### src/rtl/traffic_request_conditioner_pkg.sv
`default_nettype none
// ---------------------------------------------------------------------------
// traffic_pkg : types and constants shared by the 4-way traffic controller
//               and its request conditioner.
// Rev 1.0
// ---------------------------------------------------------------------------
package traffic_pkg;

  localparam int NUM_DIR = 4;

  typedef logic [1:0] dir_t;

  localparam dir_t DIR_RESET_LAST = 2'd3;

  typedef enum logic [1:0] {
    CTRL_ALL_RED = 2'd0,
    CTRL_GREEN   = 2'd1,
    CTRL_YELLOW  = 2'd2
  } ctrl_state_e;

  // Direction arithmetic wraps modulo NUM_DIR by construction of dir_t.
  function automatic dir_t dir_step(dir_t base, logic [2:0] offset);
    return base + offset[1:0];
  endfunction

endpackage
`default_nettype wire

### src/rtl/traffic_request_conditioner_debounce.sv
`default_nettype none
// ---------------------------------------------------------------------------
// traffic_debounce : one detector channel - 2-flop synchroniser, debounce
//                    counter and rising-edge pulse of the debounced level.
// Rev 1.0
// ---------------------------------------------------------------------------
module traffic_debounce
  import traffic_pkg::*;
#(
  parameter logic [15:0] DEBOUNCE_CYCLES = 16'd50000,
  parameter int          CNT_W           = 16
) (
  input  logic clk,
  input  logic reset,
  input  logic async_i,
  output logic rise_o
);

  localparam logic [CNT_W-1:0] CNT_LAST = CNT_W'(DEBOUNCE_CYCLES - 16'd1);

  logic             sync1_q;
  logic             sync2_q;
  logic             db_q;
  logic             db_d;
  logic             db_prev_q;
  logic [CNT_W-1:0] cnt_q;
  logic [CNT_W-1:0] cnt_d;

  // Compare before increment so the counter never passes CNT_LAST.
  always_comb begin
    cnt_d = '0;
    db_d  = db_q;
    if (sync2_q != db_q) begin
      if (cnt_q == CNT_LAST) begin
        db_d = ~db_q;
      end else begin
        cnt_d = cnt_q + CNT_W'(1);
      end
    end
  end

  always_ff @(posedge clk or posedge reset) begin
    if (reset) begin
      sync1_q   <= 1'b0;
      sync2_q   <= 1'b0;
      db_q      <= 1'b0;
      db_prev_q <= 1'b0;
      cnt_q     <= '0;
    end else begin
      sync1_q   <= async_i;
      sync2_q   <= sync1_q;
      db_q      <= db_d;
      db_prev_q <= db_q;
      cnt_q     <= cnt_d;
    end
  end

  assign rise_o = db_q & ~db_prev_q;

endmodule
`default_nettype wire

### src/rtl/traffic_request_conditioner.sv
`default_nettype none
// ---------------------------------------------------------------------------
// traffic_request_conditioner : debounced, sticky per-direction requests
//                               plus a registered round-robin serve hint.
// Rev 1.0
// ---------------------------------------------------------------------------
module traffic_request_conditioner
  import traffic_pkg::*;
#(
  parameter logic [15:0] DEBOUNCE_CYCLES = 16'd50000,
  parameter int          CNT_W           = 16
) (
  input  logic               clk,
  input  logic               reset,
  input  logic [NUM_DIR-1:0] sensor_in,
  input  logic               serve_ack,
  input  dir_t               serve_dir,
  output logic [NUM_DIR-1:0] req_out,
  output logic               req_any,
  output dir_t               next_dir,
  output logic               next_valid
);

  logic [NUM_DIR-1:0] rise;
  logic [NUM_DIR-1:0] clr;
  logic [NUM_DIR-1:0] req_q;
  logic [NUM_DIR-1:0] req_d;
  logic               req_any_q;
  dir_t               last_q;
  dir_t               last_d;
  dir_t               arb_dir;
  logic               arb_valid;
  dir_t               cand;
  dir_t               next_dir_q;
  logic               next_valid_q;

  generate
    for (genvar i = 0; i < NUM_DIR; i++) begin : g_chan
      traffic_debounce #(
        .DEBOUNCE_CYCLES (DEBOUNCE_CYCLES),
        .CNT_W           (CNT_W)
      ) u_debounce (
        .clk     (clk),
        .reset   (reset),
        .async_i (sensor_in[i]),
        .rise_o  (rise[i])
      );
    end
  endgenerate

  // Set has priority over clear so an arrival coinciding with an ack survives.
  always_comb begin
    clr = '0;
    if (serve_ack) begin
      clr[serve_dir] = 1'b1;
    end
    req_d  = (req_q & ~clr) | rise;
    last_d = serve_ack ? serve_dir : last_q;
  end

  // The last-served direction is visited last, preventing starvation.
  always_comb begin
    arb_dir   = dir_step(last_q, 3'd1);
    arb_valid = 1'b0;
    cand      = last_q;
    for (int k = 1; k <= NUM_DIR; k++) begin
      cand = dir_step(last_q, 3'(k));
      if (!arb_valid && req_q[cand]) begin
        arb_dir   = cand;
        arb_valid = 1'b1;
      end
    end
  end

  always_ff @(posedge clk or posedge reset) begin
    if (reset) begin
      req_q        <= '0;
      req_any_q    <= 1'b0;
      last_q       <= DIR_RESET_LAST;
      next_dir_q   <= 2'd0;
      next_valid_q <= 1'b0;
    end else begin
      req_q        <= req_d;
      req_any_q    <= |req_d;
      last_q       <= last_d;
      next_dir_q   <= arb_dir;
      next_valid_q <= arb_valid;
    end
  end

  assign req_out    = req_q;
  assign req_any    = req_any_q;
  assign next_dir   = next_dir_q;
  assign next_valid = next_valid_q;

endmodule
`default_nettype wire

### config.mk
export PLATFORM = sky130hd
export DESIGN_NAME = traffic_request_conditioner
export DESIGN_NICKNAME = d
export VERILOG_FILES = /design/src/rtl/traffic_request_conditioner_pkg.sv /design/src/rtl/traffic_request_conditioner_debounce.sv /design/src/rtl/traffic_request_conditioner.sv
export SDC_FILE = /design/constraint.sdc
export NUM_CORES = 1
export LEC_CHECK = 0
export ABC_AREA = 1
export CAP_MARGIN = 25
export CORE_AREA = 2 2 114 116
export DETAILED_ROUTE_END_ITERATION = 16
export DIE_AREA = 0 0 116 118
export PLACE_DENSITY_LB_ADDON = 0.2
export REMOVE_ABC_BUFFERS = 1
export SLEW_MARGIN = 10
export SYNTH_ARGS = -nofsm -noshare
export SYNTH_HDL_FRONTEND = slang
export SYNTH_HIERARCHICAL = 1
export SYNTH_SLANG_ARGS = --single-unit
### constraint.sdc
create_clock -name clk -period 3.9 [get_ports clk]
set_clock_uncertainty 0.1 [all_clocks]
set_input_delay 0.78 -clock clk [delete_from_list [all_inputs] [get_ports clk]]
set_output_delay 0.78 -clock clk [all_outputs]
set_load 0.05 [all_outputs]
==> results.py, run 1 <==
metrics = {
    "placed_design": {
        "place_hpwl_mm": 7.475,
        "dp_cells": 805,
        "numPortBuffers": 16,
        "placed_cell_area_mm2": 0.005231,
        "gp_congestion": 0.8288,
    },
    "critical_path": {
        "critPathArrivalTime_ns": 1.56,
        "crit_cells": 1,
        "reg2reg_depth": 9,
        "ff2ff_setup_slack_ns": 2.05,
        "cp_slowest_cell": "clkdlybuf4s50_1",
        "crit_fanout": 4,
        "startpoint_type": "flop",
        "timing.rr.end": "next_dir[1]",
        "worstPathCellList": "clkdlybuf4s50_1",
        "crit_required_ns": 3.02,
        "critPathMaxStageDelay_ns": 0.82,
        "crit_family": "buffers and inverters",
        "cp_num_buf_inv": 1,
        "path_class": "flop to primary output",
        "crit_path_end_kind": "primary output",
        "r2r-start": "last_q[0]",
    },
    "layout": {
        "drive_gt1_share_pct": 12.33,
        "num_antenna_cells": 0,
        "fin_nets": 657,
        "num-fill-cells": 1274,
        "fin_cells": 821,
        "area_growth_pct": 14.22,
        "layout_common_cells": "136 x nand2_1, 129 x nor2_1, 88 x dfrtp_1, 73 x inv_1, 51 x nand3_1",
        "layout.cells.most_common": "nand2_1",
        "stdcell_area_mm2": 0.005559,
    },
    "drt": {
        "finalWirelength_mm": 10.05,
        "drt-wirelength-per-cell_um": 12.24,
        "vias": 3948,
        "drt_first_iter_violations": 187,
        "via_per_inst": 4.809,
        "drc": 0,
        "dr.pass1.iters": 4,
        "antenna_left": 0,
    },
    "hold_path": {
        "hold_start": "g_chan[0].u_debounce/sync1_q",
        "worstHoldPathType": "flop to flop",
        "hold_end": "g_chan[0].u_debounce/sync2_q",
        "whs_path_depth": 0,
    },
    "timing": {
        "max_freq_mhz": 409.9,
        "hold_violations": 0,
        "max_slew.worst_pin.slew_ns": 0.7834,
        "tns_ns": 0,
        "min_period_over_period_pct": 62.55,
        "setup_viol": 0,
        "rsz0062_at_grt": "no",
        "slew_headroom_pct": 47.72,
        "whs_ns": 0.2499,
        "slew_violations": 0,
        "period_needed_ns": 2.440,
    },
    "global_route": {
        "antenna_found_initial": 0,
        "grt_max_degree": 21,
        "grt_pass1_wl_mm": 18.14,
        "grt_overflow_total": 0,
        "track_usage_pct": 16.45,
        "first_global_vias": 4015,
    },
    "yosys": {
        "synth.distinct_cells": 30,
        "synth_seq_cells": 90,
        "ys.warnings.count": 6,
        "syn_inst": 618,
        "netlist_area_mm2": 0.004867,
        "ys_seq_area_share_pct": 46.32,
        "syn_area_per_cell_um2": 7.876,
    },
    "clocking": {
        "cts_buffer_depth": 2,
        "cts_tree": "built",
        "cts_inserted_buffers": 9,
        "cts_setup_buffers": 0,
        "cts_hold_buf": 0,
        "clock_latency_ns": 0.34,
        "root_buffer": "clkbuf_16",
        "post_cts_resize_count": 0,
        "clkTransAtPathRegs_ns": 0.06,
        "cts.sink_count": 90,
        "h-tree-depth": 3,
    },
    "power": {
        "power_density_mw_per_mm2": 376.4,
        "ir_drop_mv": 0.2003,
        "p_leak_nw": 2.745,
        "p_total_mw": 2.093,
    },
    "floorplan": {
        "die_height_um": 118,
        "rows": 41,
        "core-area_mm2": 0.01241,
        "die_area_mm2": 0.01369,
        "die_width_um": 116,
        "floorplan.initialDensity_pct": 39.21,
        "io_pins": 17,
    },
    "job": {
        "maxCapViolations": 0,
    },
    "run_status": {
        "status": "completed",
    },
}
[logic make-up after synthesis]
family	count (synthesis)	share of synthesized area (%)
buf+inv	82	6.478
simple gates	385	37.22
fa+ha+maj	4	1.028
compound gates	36	4.550
flops	90	46.32
xor+xnor	21	4.396
[stage by stage]
step | setup WS (ns) | utilization [%]
floorplan | 2.307 | -
global placement | 1.815 | 42.14
detailed placement | 1.800 | 42.14
CTS | 1.442 | 44.78
global route | 1.406 | 44.78
finish | 1.460 | 44.78
[state kept, by name (all words and copies together) (netlist names)]
signal	count
g_chan.u_debounce/cnt_q	64
g_chan.u_debounce/db_prev_q	4
g_chan.u_debounce/db_q	4
g_chan.u_debounce/sync1_q	4
g_chan.u_debounce/sync2_q	4
last_q	2
next_dir	2
next_valid	1
req_any	1
req_out	4
[per-layer routing]
metal  up-vias  part of all wire, %  global-route usage [%]
li1       1991                    -                       -
met1      1878                   46                   20.45
met2        63                   49                   28.22
met3        16                  3.1                   2.729
met4         0                  2.4                   6.473
met5         -                    0                       0
[how the worst max path moves through the flow]
stage / start / end / slack [ns]
2_1_floorplan: req_out[2] / next_dir[1] / 2.31
3_3_place_gp: serve_dir[0] / req_any / 1.82
3_5_place_dp: reset / g_chan[1].u_debounce/cnt_q[12] / 1.80
4_1_cts: req_out[3] / req_out[3] / 1.44
5_1_grt: req_out[0] / req_out[0] / 1.41
6_report: req_out[3] / req_out[3] / 1.46
[cell usage after synthesis, drive strengths merged]
cell      n  share of area [%]
dfrtp    88                 45
nor2    137                 11
a21oi    10                1.1
or2       1               0.13
xnor2     4               0.72
o21bai    6               0.93
nor3      8                2.2
xor2     17                3.7
inv      80                6.2
a31oi     8                1.0
o21ai     7               0.72
nand3b    1               0.15
nor3b     4                1.0
nand2   161                 14
buf       1               0.23
nand3    56                6.3
clkinv    1              0.077
nand4    17                2.2
a21o      5               0.77
dfstp     2                1.1
ha        4                1.0
[where the power goes]
| part | switching, mW | internal, mW | leakage [nW] |
|---|---|---|---|
| registers | 0.0202 | 0.959 | 1.21 |
| logic | 0.113 | 0.0522 | 1.37 |
| clock network | 0.365 | 0.584 | 0.157 |
[final cells by class]
cell class,count,area (µm²),share of cell area (%)
clock buffers,11,242.7,4.366
clock inverters,5,85.08,1.530
inverters,81,304.0,5.469
multi-input cells,446,2297,41.32
flip-flops and latches,90,2255,40.56
well taps,172,215.2,3.871
repair buffers,16,160.2,2.881
(Power assumes the default switching activity.)
==> inputs of run 2 (changes only) <==
==> constraint.sdc (replaced) <==
create_clock -name clk -period 2.3 [get_ports clk]
set_clock_uncertainty 0.1 [all_clocks]
set_input_delay 0.46 -clock clk [delete_from_list [all_inputs] [get_ports clk]]
set_output_delay 0.46 -clock clk [all_outputs]
set_load 0.05 [all_outputs]
==> run 2 against run 1 <==
Combinational power rose by 68%. Sequential cell count did not move. Die area did not move. Total power rose by 75%. Critical path depth did not move. Wire length fell by 2.7%. Non-clock buffer count rose by 4. Sequential share of layout area fell by 0.39 points. Final cell count rose by 0.49%.
==> results.py, run 2 (same netlist as run 1, synthesis figures left out) <==
metrics = {
    "run_status": {
        "status": "completed",
    },
    "placed_design": {
        "place_hpwl_mm": 7.057,
        "gp_congestion": 0.8701,
        "numPortBuffers": 16,
    },
    "timing": {
        "hold_violations": 0,
        "tns_ns": 0,
        "slew_violations": 0,
        "rsz0062_at_grt": "no",
        "slew_headroom_pct": 65.93,
        "period_needed_ns": 2.145,
        "setup_viol": 0,
        "max_freq_mhz": 466.2,
        "min_period_over_period_pct": 93.26,
        "whs_ns": 0.2480,
        "max_slew.worst_pin.slew_ns": 0.5095,
    },
    "floorplan": {
        "die_height_um": 118,
        "die_width_um": 116,
        "floorplan.initialDensity_pct": 39.21,
        "rows": 41,
        "io_pins": 17,
        "core-area_mm2": 0.01241,
        "die_area_mm2": 0.01369,
    },
    "job": {
        "maxCapViolations": 0,
    },
    "drt": {
        "via_per_inst": 4.754,
        "vias": 3922,
        "antenna_left": 0,
        "dr.pass1.iters": 5,
        "drc": 0,
        "drt-wirelength-per-cell_um": 11.85,
        "drt_first_iter_violations": 273,
        "finalWirelength_mm": 9.774,
    },
    "clocking": {
        "cts_inserted_buffers": 9,
        "h-tree-depth": 3,
        "clkTransAtPathRegs_ns": 0.07,
        "clock_latency_ns": 0.35,
        "root_buffer": "clkbuf_16",
        "cts_setup_buffers": 0,
        "cts.sink_count": 90,
        "cts_hold_buf": 0,
        "cts_buffer_depth": 2,
        "cts_tree": "built",
        "post_cts_resize_count": 0,
    },
    "layout": {
        "drive_gt1_share_pct": 13.02,
        "top_register": "g_chan.u_debounce/cnt_q",
        "area_growth_pct": 15.32,
        "layout.cells.most_common": "nand2_1",
        "fin_nets": 661,
        "largest_reg_flops": 64,
        "final_util_pct": 45.21,
        "layout_common_cells": "136 x nand2_1, 129 x nor2_1, 88 x dfrtp_1, 73 x inv_1, 51 x nand3_1",
        "num-fill-cells": 1252,
        "num_antenna_cells": 0,
    },
    "critical_path": {
        "cp_slowest_cell": "clkdlybuf4s50_1",
        "crit_family": "buffers and inverters",
        "startpoint_type": "flop",
        "path_class": "flop to primary output",
        "crit_required_ns": 1.74,
        "worstPathCellList": "clkdlybuf4s50_1",
        "critPathArrivalTime_ns": 1.58,
        "cp_num_buf_inv": 1,
        "critPathMaxStageDelay_ns": 0.83,
        "crit_path_end_kind": "primary output",
        "crit_fanout": 4,
    },
    "global_route": {
        "track_usage_pct": 15.73,
        "grt_max_degree": 21,
        "grt_overflow_total": 0,
        "grt_pass1_wl_mm": 17.28,
        "antenna_found_initial": 0,
        "first_global_vias": 3735,
    },
    "power": {
        "p_clk_share_pct": 47.2,
        "switching_share_pct": 23.88,
        "ir_drop_mv": 0.2570,
        "internal_power_mw": 2.791,
        "seq_power_share_pct": 45.2,
        "p_sw_uw": 875.5,
        "p_leak_nw": 2.776,
        "comb_power_share_pct": 7.6,
        "power_density_mw_per_mm2": 653.2,
        "p_total_mw": 3.666,
    },
    "hold_path": {
        "worstHoldPathType": "flop to flop",
    },
}
==> run 2: power groups by stage <==
stage	clock (mW)	combinational, mW	sequential [mW]
2_1_floorplan	0	0.150	1.73
5_1_grt	1.86	0.316	1.66
3_3_place_gp	0	0.283	1.69
6_report	1.73	0.279	1.66
4_1_cts	1.79	0.285	1.66
3_5_place_dp	0	0.284	1.69
==> run 2: metrics by stage <==
stage	instances	worst slack [ns]	area, µm²
global placement	809	0.5337	5261
detailed placement	809	0.5287	5261
finish	825	0.1550	5613
CTS	825	0.1394	5613
floorplan	617	0.7072	4856
global route	825	0.1234	5613
==> run 2: final timing paths <==
check	startpoint	end	slack, ns	depth (start not counted)
min in group asynchronous	reset	req_out[1]	0.42	2
hold reg to reg	g_chan[3].u_debounce/sync1_q	g_chan[3].u_debounce/sync2_q	0.25	0
setup reg to reg	last_q[0]	next_dir[1]	0.56	9
hold / removal	g_chan[3].u_debounce/sync1_q	g_chan[3].u_debounce/sync2_q	0.25	0
max in group asynchronous	reset	last_q[1]	1.35	2
setup / recovery	req_out[1]	req_out[1]	0.16	1
==> run 2: layer usage <==
layer | vias up | track usage, % | routed length, µm
li1 | 2008 | - | -
met1 | 1847 | 21.69 | 4750
met2 | 57 | 24.23 | 4551
met3 | 10 | 2.626 | 328
met4 | 0 | 6.920 | 144
met5 | - | 0 | 0
==> run 2: cell type report <==
| type | count | area (µm²) | area share, % |
|---|---|---|---|
| clock buffers | 9 | 225.2 | 4.012 |
| repair buffers | 20 | 190.2 | 3.388 |
| inverters | 81 | 304.0 | 5.417 |
| flip-flops and latches | 90 | 2255 | 40.17 |
| well taps | 172 | 215.2 | 3.834 |
| multi-input cells | 446 | 2297 | 40.93 |
| clock inverters | 7 | 126.4 | 2.251 |
==> inputs of run 3 (changes only) <==
--- a/config.mk
+++ b/config.mk
@@ -10,9 +10,10 @@
 export CORE_AREA = 2 2 114 116
 export DETAILED_ROUTE_END_ITERATION = 16
 export DIE_AREA = 0 0 116 118
+export GPL_TIMING_DRIVEN = 0
 export PLACE_DENSITY_LB_ADDON = 0.2
 export REMOVE_ABC_BUFFERS = 1
-export SLEW_MARGIN = 10
+export SLEW_MARGIN = 20
 export SYNTH_ARGS = -nofsm -noshare
 export SYNTH_HDL_FRONTEND = slang
 export SYNTH_HIERARCHICAL = 1
==> run 3 against run 2 <==
Via count fell by 0.79%. Final cell count fell by 0.48%. Final area fell by 0.69%. Die area did not move. Highest routed layer unchanged.
==> results.py, run 3 (same netlist as run 1, synthesis figures left out) <==
metrics = {
    "drt": {
        "drt-wirelength-per-cell_um": 11.66,
        "dr.pass1.iters": 4,
        "finalWirelength_mm": 9.575,
        "drc": 0,
        "antenna_left": 0,
        "via_per_inst": 4.739,
        "vias": 3891,
        "drt_first_iter_violations": 235,
    },
    "global_route": {
        "grt_overflow_total": 0,
        "track_usage_pct": 15.40,
        "antenna_found_initial": 0,
        "grt_pass1_wl_mm": 16.95,
        "first_global_vias": 3668,
        "grt_max_degree": 21,
    },
    "hold_path": {
        "hold_end": "g_chan[0].u_debounce/sync2_q",
        "worstHoldPathType": "flop to flop",
        "whs_path_depth": 0,
        "hold_start": "g_chan[0].u_debounce/sync1_q",
    },
    "placed_design": {
        "gp_congestion": 0.8289,
        "numPortBuffers": 16,
        "place_ws_ns": 0.5036,
        "dp_cells": 805,
        "place_hpwl_mm": 6.958,
        "placed_cell_area_mm2": 0.005231,
    },
    "floorplan": {
        "rows": 41,
        "floorplan.initialDensity_pct": 39.21,
        "die_height_um": 118,
        "die_area_mm2": 0.01369,
        "io_pins": 17,
        "die_width_um": 116,
        "core-area_mm2": 0.01241,
    },
    "job": {
        "maxCapViolations": 0,
    },
    "layout": {
        "fin_nets": 657,
        "top_register": "g_chan.u_debounce/cnt_q",
        "fin_cells": 821,
        "layout_common_cells": "136 x nand2_1, 129 x nor2_1, 88 x dfrtp_1, 73 x inv_1, 51 x nand3_1",
        "largest_reg_flops": 64,
        "final_util_pct": 44.90,
        "area_growth_pct": 14.52,
        "drive_gt1_share_pct": 12.48,
        "layout.cells.most_common": "nand2_1",
        "num_antenna_cells": 0,
        "stdcell_area_mm2": 0.005574,
    },
    "critical_path": {
        "worstPathCellList": "clkdlybuf4s50_1",
        "critPathArrivalTime_ns": 1.61,
        "r2r-start": "last_q[0]",
        "crit_path_end_kind": "primary output",
        "reg2reg_depth": 9,
        "crit_family": "buffers and inverters",
        "startpoint_type": "flop",
        "path_class": "flop to primary output",
        "cp_slowest_cell": "clkdlybuf4s50_1",
        "crit_required_ns": 1.74,
        "ff2ff_setup_slack_ns": 0.56,
        "timing.rr.end": "next_dir[1]",
        "cp_num_buf_inv": 1,
        "critPathMaxStageDelay_ns": 0.84,
        "crit_fanout": 4,
    },
    "clocking": {
        "root_buffer": "clkbuf_16",
        "cts_hold_buf": 0,
        "clkTransAtPathRegs_ns": 0.06,
        "cts_buffer_depth": 2,
        "cts_inserted_buffers": 9,
        "cts.sink_count": 90,
        "post_cts_resize_count": 0,
        "cts_tree": "built",
        "h-tree-depth": 3,
        "cts_setup_buffers": 0,
        "clock_latency_ns": 0.35,
    },
    "timing": {
        "hold_violations": 0,
        "max_freq_mhz": 461.2,
        "max_slew.worst_pin.slew_ns": 0.7819,
        "min_period_over_period_pct": 94.26,
        "slew_violations": 0,
        "slew_headroom_pct": 47.81,
        "whs_ns": 0.2436,
        "period_needed_ns": 2.168,
        "setup_viol": 0,
        "fin_ws_ns": 0.1320,
        "rsz0062_at_grt": "no",
        "tns_ns": 0,
    },
    "power": {
        "ir_drop_mv": 0.4579,
        "p_total_mw": 3.618,
        "p_leak_nw": 2.758,
        "power_density_mw_per_mm2": 649.1,
    },
    "run_status": {
        "status": "completed",
    },
}
[run 3: layout make-up]
type | count | area (µm²)
fill | 1241 | 6840
timing repair buffer | 16 | 160.2
tap | 172 | 215.2
clock buffer | 9 | 225.2
multi-input combinational | 446 | 2297
inverter | 81 | 304.0
sequential | 90 | 2255
clock inverter | 7 | 117.6
[run 3: worst max-delay path by stage]
stage	to	cells after the start	start
floorplan	next_dir[1]	7	req_out[2]
global placement	req_any	6	serve_dir[0]
detailed placement	req_out[1]	1	req_out[1]
CTS	req_out[1]	1	req_out[1]
global route	req_out[3]	1	req_out[3]
finish	req_out[1]	1	req_out[1]
[run 3: layer usage]
metal  global-route usage [%]  wire (µm)  vias up
met5                        0          0        -
met4                    5.804        158        0
met3                    3.913        369       11
met2                    23.17       4264       44
met1                    21.32       4783     1831
li1                         -          -     2005
[run 3: power breakdown]
group	switching (mW)	total (mW)	leakage [nW]	internal [mW]
Clock	0.626	1.69	0.169	1.06
Combinational	0.184	0.272	1.37	0.0881
Sequential	0.0333	1.66	1.21	1.63
Total	0.843	3.62	2.76	2.77
